**config.mk**
```make
export PLATFORM = sky130hd
export DESIGN_NAME = hnf_txlink_ctrl_flat
export DESIGN_NICKNAME = d
export VERILOG_FILES = /design/src/rtl/hnf_link_pkg.sv /design/src/rtl/hnf_txlink_ctrl_if.sv /design/src/rtl/hnf_lcrd_cnt.sv /design/src/rtl/hnf_txlink_ctrl.sv /design/src/flat_wrapper.sv
export SDC_FILE = /design/constraint.sdc
export NUM_CORES = 1
export LEC_CHECK = 0
export BUFFER_PORTS_ARGS = -buffer_cell sky130_fd_sc_hd__buf_2
export CORE_UTILIZATION = 30
export DETAILED_ROUTE_END_ITERATION = 6
export PLACE_DENSITY = 0.65
export SLEW_MARGIN = 20
export SYNTH_ARGS = -nofsm -noshare
export SYNTH_HDL_FRONTEND = slang
export SYNTH_SLANG_ARGS = --single-unit
```
**constraint.sdc**
```tcl
create_clock -name clk -period 4.6 [get_ports clk]
set_input_delay 0.69 -clock clk [delete_from_list [all_inputs] [get_ports clk]]
set_output_delay 0.69 -clock clk [all_outputs]
set_load 0.05 [all_outputs]
```
**src/rtl/hnf_link_pkg.sv**
```systemverilog
// Shared CHI link-layer definitions for the HN-F TX/RX link controllers:
// link state encoding, the CHI L-credit ceiling and the L-credit-return flit.
package hnf_link_pkg;

  typedef enum logic [1:0] {
    STOP  = 2'b00,
    ACT   = 2'b01,
    RUN   = 2'b10,
    DEACT = 2'b11
  } link_state_e;

  localparam int unsigned CHI_LCRD_MAX = 15;

  // Return flit is all-zero; wide enough for any channel, sliced by the user.
  localparam int unsigned LCRD_FLIT_W_MAX = 512;
  localparam logic [LCRD_FLIT_W_MAX-1:0] LCRD_RETURN_FLIT = '0;

endpackage

```
**src/rtl/hnf_txlink_ctrl_if.sv**
```systemverilog
// Bus bundle between the HN-F TX link controller and its environment:
// upstream FIFO pop side, CHI TX channel/link handshake, control and status.
interface hnf_txlink_ctrl_if #(
  parameter int unsigned FLIT_WIDTH = 32,
  parameter int unsigned LCRD_MAX   = 15
);
  localparam int unsigned CW = $clog2(LCRD_MAX + 1);

  logic                  link_en;
  logic                  fifo_empty;
  logic [FLIT_WIDTH-1:0] fifo_rd_data;
  logic                  fifo_rd_en;
  logic                  txlinkactivereq;
  logic                  txlinkactiveack;
  logic                  tx_flitpend;
  logic                  tx_flitv;
  logic [FLIT_WIDTH-1:0] tx_flit;
  logic                  tx_lcrdv;
  logic                  link_idle;
  logic                  crd_ovf;
  logic [CW-1:0]         crd_cnt;

  modport master (
    input  link_en, fifo_empty, fifo_rd_data, txlinkactiveack, tx_lcrdv,
    output fifo_rd_en, txlinkactivereq, tx_flitpend, tx_flitv, tx_flit,
           link_idle, crd_ovf, crd_cnt
  );

  modport slave (
    output link_en, fifo_empty, fifo_rd_data, txlinkactiveack, tx_lcrdv,
    input  fifo_rd_en, txlinkactivereq, tx_flitpend, tx_flitv, tx_flit,
           link_idle, crd_ovf, crd_cnt
  );
endinterface

```
**src/rtl/hnf_lcrd_cnt.sv**
```systemverilog
// Saturating L-credit up/down counter, shared by the TX and RX link controllers.
// inc and dec together leave the count unchanged; inc at MAX holds the count
// and sets the sticky ovf flag (cleared only by rst). clr zeroes the count.
module hnf_lcrd_cnt
  import hnf_link_pkg::*;
#(
  parameter int unsigned MAX = CHI_LCRD_MAX,
  parameter int unsigned W   = $clog2(MAX + 1)
) (
  input  logic         clk,
  input  logic         rst,
  input  logic         inc,
  input  logic         dec,
  input  logic         clr,
  output logic [W-1:0] count,
  output logic         ovf
);

  // Credit count with saturation and sticky overflow.
  always_ff @(posedge clk or posedge rst) begin
    if (rst) begin
      count <= '0;
      ovf   <= 1'b0;
    end else if (clr) begin
      count <= '0;
    end else if (inc && !dec) begin
      if (count == W'(MAX)) ovf <= 1'b1;
      else                  count <= count + 1'b1;
    end else if (dec && !inc && count != '0) begin
      count <= count - 1'b1;
    end
  end

endmodule

```
**src/rtl/hnf_txlink_ctrl.sv**
```systemverilog
// CHI link-layer TX controller downstream of the HN-F outbound flit FIFO.
// Runs the TX link activation FSM, holds L-credits and sends one flit per
// credit while in RUN. Optional build macro HNF_TXLINK_LCRD_RETURN_EN:
// credits still held in DEACT are returned as all-zero flits before STOP;
// without it they are discarded by the counter clear on entry to STOP.
module hnf_txlink_ctrl
  import hnf_link_pkg::*;
#(
  parameter int unsigned FLIT_WIDTH = 32,
  parameter int unsigned LCRD_MAX   = CHI_LCRD_MAX
) (
  input  logic              clk,
  input  logic              rst,
  hnf_txlink_ctrl_if.master bus
);

  localparam int unsigned CW = $clog2(LCRD_MAX + 1);

  link_state_e           state, state_d;
  logic [CW-1:0]         cnt;
  logic                  pop, ret, inc, dec, clr;
  logic                  cnt_ovf, stop_err;
  logic                  req_q, flitv_q;
  logic [FLIT_WIDTH-1:0] flit_q;

  // A protocol flit needs RUN, a head entry and a credit; a return flit
  // spends a held credit during DEACT without touching the FIFO.
  assign pop = (state == RUN) && !bus.fifo_empty && (cnt != '0);
`ifdef HNF_TXLINK_LCRD_RETURN_EN
  assign ret = (state == DEACT) && (cnt != '0);
`else
  assign ret = 1'b0;
`endif

  // Credits seen in STOP are not counted; they only raise the error flag.
  assign inc = bus.tx_lcrdv && (state != STOP);
  assign dec = pop || ret;
  assign clr = (state_d == STOP) && (state != STOP);

  hnf_lcrd_cnt #(.MAX(LCRD_MAX), .W(CW)) u_lcrd_cnt (
    .clk   (clk),
    .rst   (rst),
    .inc   (inc),
    .dec   (dec),
    .clr   (clr),
    .count (cnt),
    .ovf   (cnt_ovf)
  );

  // Link state register.
  always_ff @(posedge clk or posedge rst) begin
    if (rst) state <= STOP;
    else     state <= state_d;
  end

  // Next-state logic; ACT always completes to RUN even if link_en drops.
  always_comb begin
    state_d = state;
    case (state)
      STOP:  if (bus.link_en && !bus.txlinkactiveack) state_d = ACT;
      ACT:   if (bus.txlinkactiveack)                 state_d = RUN;
      RUN:   if (!bus.link_en)                        state_d = DEACT;
`ifdef HNF_TXLINK_LCRD_RETURN_EN
      DEACT: if (cnt == '0 && !bus.txlinkactiveack)   state_d = STOP;
`else
      DEACT: if (!bus.txlinkactiveack)                state_d = STOP;
`endif
      default:                                        state_d = STOP;
    endcase
  end

  // Registered link request follows the decided next state; sticky STOP error.
  always_ff @(posedge clk or posedge rst) begin
    if (rst) begin
      req_q    <= 1'b0;
      stop_err <= 1'b0;
    end else begin
      req_q <= (state_d == ACT) || (state_d == RUN);
      if (bus.tx_lcrdv && state == STOP) stop_err <= 1'b1;
    end
  end

  // Flit output stage: one cycle after the pop/return; payload holds when idle.
  always_ff @(posedge clk or posedge rst) begin
    if (rst) begin
      flitv_q <= 1'b0;
      flit_q  <= '0;
    end else begin
      flitv_q <= pop || ret;
      if (pop)      flit_q <= bus.fifo_rd_data;
      else if (ret) flit_q <= LCRD_RETURN_FLIT[FLIT_WIDTH-1:0];
    end
  end

  assign bus.fifo_rd_en      = pop;
  assign bus.txlinkactivereq = req_q;
  assign bus.tx_flitpend     = (state == RUN) || (state == DEACT);
  assign bus.tx_flitv        = flitv_q;
  assign bus.tx_flit         = flit_q;
  assign bus.link_idle       = (state == STOP);
  assign bus.crd_ovf         = cnt_ovf || stop_err;
  assign bus.crd_cnt         = cnt;

endmodule

```
**src/flat_wrapper.sv**
```systemverilog
// flat-port wrapper written by rule: the top's interface ports become plain ports
module hnf_txlink_ctrl_flat import hnf_link_pkg::*;
#(
  parameter int unsigned FLIT_WIDTH = 32,
  parameter int unsigned LCRD_MAX   = CHI_LCRD_MAX
)
  (clk, rst, bus_link_en, bus_fifo_empty, bus_fifo_rd_data, bus_txlinkactiveack, bus_tx_lcrdv, bus_fifo_rd_en, bus_txlinkactivereq, bus_tx_flitpend, bus_tx_flitv, bus_tx_flit, bus_link_idle, bus_crd_ovf, bus_crd_cnt);
  hnf_txlink_ctrl_if #(.FLIT_WIDTH(FLIT_WIDTH), .LCRD_MAX(LCRD_MAX)) bus_i ();
  input  logic clk;
  input  logic rst;
  input wire logic [$bits(bus_i.link_en)-1:0] bus_link_en;
  input wire logic [$bits(bus_i.fifo_empty)-1:0] bus_fifo_empty;
  input wire logic [$bits(bus_i.fifo_rd_data)-1:0] bus_fifo_rd_data;
  input wire logic [$bits(bus_i.txlinkactiveack)-1:0] bus_txlinkactiveack;
  input wire logic [$bits(bus_i.tx_lcrdv)-1:0] bus_tx_lcrdv;
  output wire logic [$bits(bus_i.fifo_rd_en)-1:0] bus_fifo_rd_en;
  output wire logic [$bits(bus_i.txlinkactivereq)-1:0] bus_txlinkactivereq;
  output wire logic [$bits(bus_i.tx_flitpend)-1:0] bus_tx_flitpend;
  output wire logic [$bits(bus_i.tx_flitv)-1:0] bus_tx_flitv;
  output wire logic [$bits(bus_i.tx_flit)-1:0] bus_tx_flit;
  output wire logic [$bits(bus_i.link_idle)-1:0] bus_link_idle;
  output wire logic [$bits(bus_i.crd_ovf)-1:0] bus_crd_ovf;
  output wire logic [$bits(bus_i.crd_cnt)-1:0] bus_crd_cnt;
  assign bus_i.link_en = bus_link_en;
  assign bus_i.fifo_empty = bus_fifo_empty;
  assign bus_i.fifo_rd_data = bus_fifo_rd_data;
  assign bus_i.txlinkactiveack = bus_txlinkactiveack;
  assign bus_i.tx_lcrdv = bus_tx_lcrdv;
  assign bus_fifo_rd_en = bus_i.fifo_rd_en;
  assign bus_txlinkactivereq = bus_i.txlinkactivereq;
  assign bus_tx_flitpend = bus_i.tx_flitpend;
  assign bus_tx_flitv = bus_i.tx_flitv;
  assign bus_tx_flit = bus_i.tx_flit;
  assign bus_link_idle = bus_i.link_idle;
  assign bus_crd_ovf = bus_i.crd_ovf;
  assign bus_crd_cnt = bus_i.crd_cnt;
  hnf_txlink_ctrl #(.FLIT_WIDTH(FLIT_WIDTH), .LCRD_MAX(LCRD_MAX)) u_core (.clk(clk), .rst(rst), .bus(bus_i));
endmodule
```
# ---- After elaboration in Yosys (flattened, before gate mapping)
# Cells that the tools add are included.
dict set report classes {
  addsub 2
  eq_ne 7
  n_mux 9
  bitwise 1
  reduce_logical 23
}
# operator count
set op_table {}
lappend op_table {{2-to-1 mux 4 bit} 4}
lappend op_table {{logical AND 1 bit} 9}
lappend op_table {{2-to-1 mux 2 bit} 4}
lappend op_table {{one-hot mux 2 bit (4 select lines)} 1}
lappend op_table {{equality test 2 bit (second input constant)} 3}
lappend op_table {{adder 4 x 1 -> 4 bit (second input constant)} 1}
lappend op_table {{equality test 2 x 1 -> 1 bit (second input constant)} 2}
lappend op_table {{equality test 4 bit (second input constant)} 1}
lappend op_table {{logical NOT 1 bit} 4}
lappend op_table {{logical NOT 2 bit} 2}
lappend op_table {{nonzero test 4 bit} 1}
lappend op_table {{subtractor 4 x 1 -> 4 bit (second input constant)} 1}
lappend op_table {{logical OR 1 bit} 3}
lappend op_table {{!= test 3 x 2 -> 1 bit (second input constant)} 1}
lappend op_table {{AND reduction 3 bit} 1}
lappend op_table {{nonzero test 3 bit} 1}
lappend op_table {{AND reduction 2 bit} 1}
lappend op_table {{nonzero test 2 bit} 1}
lappend op_table {{inverter 1 bit} 1}
dict set report word_totals {
  reg_bits 42
  input_bits 38
  output_inout_bits 42
  word_cells 49
}

# ---- Logic depth before layout (Yosys ltp)
dict set report logic_depth {
  depth_word 8
  mapped_depth 11
  ltp_nobuf 9
}

# ---- Modules after synthesis
# A second synthesis with hierarchy kept.
dict set report unflattened {
  cells_unflattened 127
  hier_area_um2 1900.6
}
# mod instances cells_each area_per_inst_um2 seq_area_each_um2
set modules_own_cells {}
lappend modules_own_cells {hnf_txlink_ctrl 1 92 1574.0 925.9}
lappend modules_own_cells {hnf_lcrd_cnt 1 35 326.6 125.1}

# ---- Worst setup path after synthesis
# No wires, ideal clock.
dict set report synth_timing {
  path_kind {register to register}
  from {reg u_core.u_lcrd_cnt.count[0]}
  to {reg u_core.u_lcrd_cnt.count[3]}
  setup_time_ns 0.095
  t_arrival_ns 2.851
  required_ns 4.505
  setup_slack_ns 1.654
  path_stages_with_launch 12
  path_buffers 2
  synth_period_minus_slack_ns 2.946
  cell_sequence {dfrtp_1 > or4_1 > buf_2 > and2_4 > buf_6 > nor2_1 > inv_1 > ha_1 > o21a_1 > o22a_1 > o221a_1 > o31ai_1}
}
dict set report synth_via {
  elab_chain_cells 6
  elab_cells_between_ends 16
  classes_between {2 x add/sub; 2 x eq/ne; 4 x mux; 8 x reduce/logical}
}
# element line_no
set synth_rtl {}
lappend synth_rtl {{from (decl)} hnf_lcrd_cnt.sv:15} ;# output logic [W-1:0] count,
lappend synth_rtl {{from (signal assigned)} hnf_lcrd_cnt.sv:28} ;# else count <= count + 1'b1;
lappend synth_rtl {{from (signal assigned)} hnf_lcrd_cnt.sv:30} ;# count <= count - 1'b1;
lappend synth_rtl {{branches (longest 6 deep; another with subtractor 4 x 1 -> 4 bit)} -}
# Several ways; the timed one is not identified. The select of a mux whose other input is x is not followed.
# A chain may end at the register's enable or synchronous reset.

# ---- Worst setup path after layout
dict set report layout_timing {
  from {reg u_core.state[1]}
  to {out bus_fifo_rd_en}
}
dict set report layout_via {
  elab_chain_cells 3
}
# element line_no
set layout_rtl {}
lappend layout_rtl {{from (decl)} hnf_txlink_ctrl.sv:19} ;# link_state_e state, state_d;
lappend layout_rtl {{from (signal assigned)} hnf_txlink_ctrl.sv:53} ;# else state <= state_d;
lappend layout_rtl {{equality test 2 bit} hnf_txlink_ctrl.sv:28} ;# assign pop = (state == RUN) && !bus.fifo_empty && (cnt != '0);
lappend layout_rtl {{logical AND 1 bit (2 in series)} hnf_txlink_ctrl.sv:28}
lappend layout_rtl {{to (decl)} flat_wrapper.sv:16} ;# output wire logic [$bits(bus_i.fifo_rd_en)-1:0] bus_fifo_rd_en;
# Every way passes these cells.

==> impl_summary.txt <==
----------------------------------------------------
[Outcome]
  Run status ... complete, no violations

[Timing]
  Share of the clock period used by the worst path after layout ... 0.656
  Number of hold-slack violations in the final timing report ... 0
  RSZ-0062 raised after global routing ... false
  Peak clock frequency supported by timing ... 332 MHz
  Normalized max-slew margin ... 0.589
  Final setup viols ... 0
  Worst-case clock skew ... roughly 7.3 ps
  Summed negative setup slack over all endpoints ... 0 ps
  Period minus WS final ... 3020 ps
  Total count of max-transition violations in the final report ... 0
  Slew at the pin closest to its max-slew limit ... 612 ps

[Worst hold path]
  Type of the worst min-delay path ... reg2reg
  Hold depth ... 1
  Startpoint of the most critical hold path ... u_core.stop_err$_DFFE_PP0P_

[Die]
  Cell Rows ... 28
  Area of the core ... slightly above 6000 um2
  Horiz. Die Dim ... 82.5 um
  Initial standard-cell utilization of the core ... 0.319
  Die Height ... about 83 um
  Full die area ... 6810 um2
  Io pins ... 80

[Detailed routing]
  Length of routed met2 wiring ... 1.73 mm
  Pre-antenna DRT Iters ... 4
  Count of vias placed by the detailed router ... 1,336
  Detailed-routing wirelength on met1 ... approximately 1.7 mm
  Antenna Nets Post-Route ... 0
  Post-route DRC ... 0
  Mean routed wirelength per cell ... between 10 and 15 um
  Routed Wire Length ... 3.78 mm
  Detailed-routed wire length on met3 ... ~300 um
  Highest metal used ... met4
  Drt via density ... 4.61
  Number of DRC markers after the initial detailed-route iteration ... 25

[Worst setup path]
  Worst flop-to-flop path startpoint ... u_core.u_lcrd_cnt.count[0]$_DFFE_PP0P_
  Type of the worst setup path ... reg2out
  CP max-delay cell ... sky130_fd_sc_hd__buf_4
  Largest stage delay, worst path ... around 500 ps
  Startpoint types ... flop
  R2R cell count ... 9
  Startpoint of the most critical setup path ... u_core.state[1]$_DFF_PP0_
  Critical-path maximum fanout ... 35
  Required @ worst endpoint ... 3910 ps
  CP arrival ... ~2300 ps
  Critical Path, Cell by Cell ... nor3b_2 -> and2_4 -> buf_4 -> buf_2
  Capturing element type of the critical path ... output port

[Yosys]
  Cell types occupying the most area after synthesis ... sky130_fd_sc_hd__dfrtp_1 (54%), sky130_fd_sc_hd__mux2_4 (22%), sky130_fd_sc_hd__buf_6 (2.3%), sky130_fd_sc_hd__ha_1 (1.9%), sky130_fd_sc_hd__mux2_1 (1.7%)
  Count of flip-flops with a built-in enable after synthesis ... 0
  Area of the mapped netlist ... 1940 um2
  Number of instances in the synthesized netlist ... ~130
  Seq/Total Area, Yosys ... 0.541
  Fraction of synthesis flops using an asynchronous set or reset pin ... 1.00
  Cell with the most instances after synthesis ... sky130_fd_sc_hd__dfrtp_1
  Top post-synthesis cells by count ... sky130_fd_sc_hd__dfrtp_1 (42), sky130_fd_sc_hd__mux2_4 (29), sky130_fd_sc_hd__inv_1 (5)
  Largest area contributor in the synthesized netlist ... sky130_fd_sc_hd__dfrtp_1
  Net Count, Synth ... 175
  Yosys warning count ... 0
  Commonest register cell after synthesis ... sky130_fd_sc_hd__dfrtp_1
  Post-synthesis area per instance ... 14.5 um2
  Synth Register Bits ... 42
  Library cells used by synthesis ... 39
  Proportion of netlist area held by the largest area contributor ... 0.541

[Global route]
  Total global routing overflow ... 0
  Largest net degree at the start of global routing ... 43
  Via count of the first global-routing pass ... 1,290
  Gr usage total ... 0.113
  First-pass GRT wire length ... 5.75 mm
  Number of antenna violations at the first check in global routing ... 0

[Clock tree]
  Post-CTS setup buffer count ... 0
  Number of gates resized after cts ... 0
  Clock tree from TritonCTS ... done
  H-tree levels ... 2
  Clock insertion delay at the later pin of the skew report ... 280 ps
  Count of clock tree sinks ... 42
  Clock-pin slew on the worst setup and hold paths ... about 80 ps
  Clock tree root buffer cell ... sky130_fd_sc_hd__clkbuf_8
  TritonCTS buffer count ... 5
  Maximum number of buffers from clock root to sink ... 2
  Post-CTS Hold Buffers ... 0

[Layout]
  Nets ... approximately 260
  Area grow syn2layout ... 28.4%
  Layout cells sized above 1 ... 0.567
  Inserted Diodes ... 0
  Fill cells ... roughly 600

[Job]
  Max Cap Violations ... 0

[Place]
  Final HPWL DP ... between 2 and 3 mm
  IO buf count ... 79
  Global placer's final weighted congestion ... between 0.8 and 0.9

----------------------------------------------------
[worst paths after layout]
kind	endpoint	slack (ps)
max	bus_fifo_rd_en	1580
min	u_core.stop_err$_DFFE_PP0P_	470
max reg2reg	u_core.u_lcrd_cnt.count[3]$_DFFE_PP0P_	1780
min reg2reg	u_core.stop_err$_DFFE_PP0P_	470
max in group asynchronous	u_core.state[1]$_DFF_PP0_	3720
min in group asynchronous	u_core.bus.tx_flit[29]$_DFFE_PP0P_	520
[flip-flops by register name, summed over array words and instances, names as in the netlist]
signal / cells
u_core.state: 2
u_core.bus.txlinkactivereq: 1
u_core.stop_err: 1
u_core.u_lcrd_cnt.ovf: 1
u_core.bus.tx_flitv: 1
u_core.bus.tx_flit: 32
u_core.u_lcrd_cnt.count: 4
[cell families (layout without fill, tap and decap cells)]
group / after synthesis / after routing / synth area share
fa+ha+maj: 3 / 3 / 0.0193
compound gates: 23 / 23 / 0.0888
simple gates: 20 / 20 / 0.0644
buf+inv: 13 / 94 / 0.0412
mux: 32 / 32 / 0.241
xor+xnor: 1 / 1 / 0.00451
flops: 42 / 42 / 0.541
[per-layer routing]
layer / GRT usage / vias up
met5: 0 / -
met4: 0.0414 / 0
met3: 0.0363 / 6
met2: 0.188 / 57
met1: 0.136 / 633
li1: - / 640
[layout make-up]
| cell class | instances | area, um2 | share of cell area |
|---|---|---|---|
| sequential | 42 | 1050 | 0.421 |
| multi-input combinational | 79 | 813 | 0.326 |
| timing repair buffer | 81 | 410 | 0.164 |
| tap | 75 | 93.8 | 0.0376 |
| clock buffer | 6 | 72.6 | 0.0291 |
| clock inverter | 2 | 37.5 | 0.0150 |
| inverter | 5 | 18.8 | 0.00752 |
[layout by cell type (no fill, tap or decap), types with 2 or more instances in the layout]
cell type / netlist / layout
sky130_fd_sc_hd__mux2_4: 29 / 29
sky130_fd_sc_hd__clkbuf_8: 0 / 5
sky130_fd_sc_hd__and3_1: 2 / 2
sky130_fd_sc_hd__o21ai_0: 3 / 3
sky130_fd_sc_hd__inv_1: 5 / 4
sky130_fd_sc_hd__nor2_1: 4 / 4
sky130_fd_sc_hd__buf_4: 0 / 2
sky130_fd_sc_hd__buf_2: 1 / 79
sky130_fd_sc_hd__dfrtp_1: 42 / 42
sky130_fd_sc_hd__o31ai_1: 2 / 2
sky130_fd_sc_hd__o21a_1: 3 / 3
sky130_fd_sc_hd__ha_1: 3 / 3
sky130_fd_sc_hd__nand3_1: 2 / 2
sky130_fd_sc_hd__mux2_1: 3 / 3
sky130_fd_sc_hd__o21ai_1: 4 / 4
[critical path: cells and delay by family (launching register included)]
kind                   cells  cell delay (ps)
buffers and inverters      2              870
AND/OR/NAND/NOR            2              700
flip-flops                 1              470
[stage by stage]
stage / setup slack, ps / area [um2] / instances / util / hold WS (ps)
3_5_place_dp: 1590 / 2390 / 282 / 0.392 / 441
5_1_grt: 1410 / 2500 / 290 / 0.410 / 495
3_3_place_gp: 1610 / 2390 / 282 / 0.392 / 438
4_1_cts: 1550 / 2500 / 290 / 0.410 / 465
2_1_floorplan: 1650 / 1940 / 134 / - / 420
6_report: 1580 / 2500 / 290 / 0.410 / 470
Power is not shown: default switching activity piles up to over one toggle a cycle in this logic, so the estimate is an artifact.
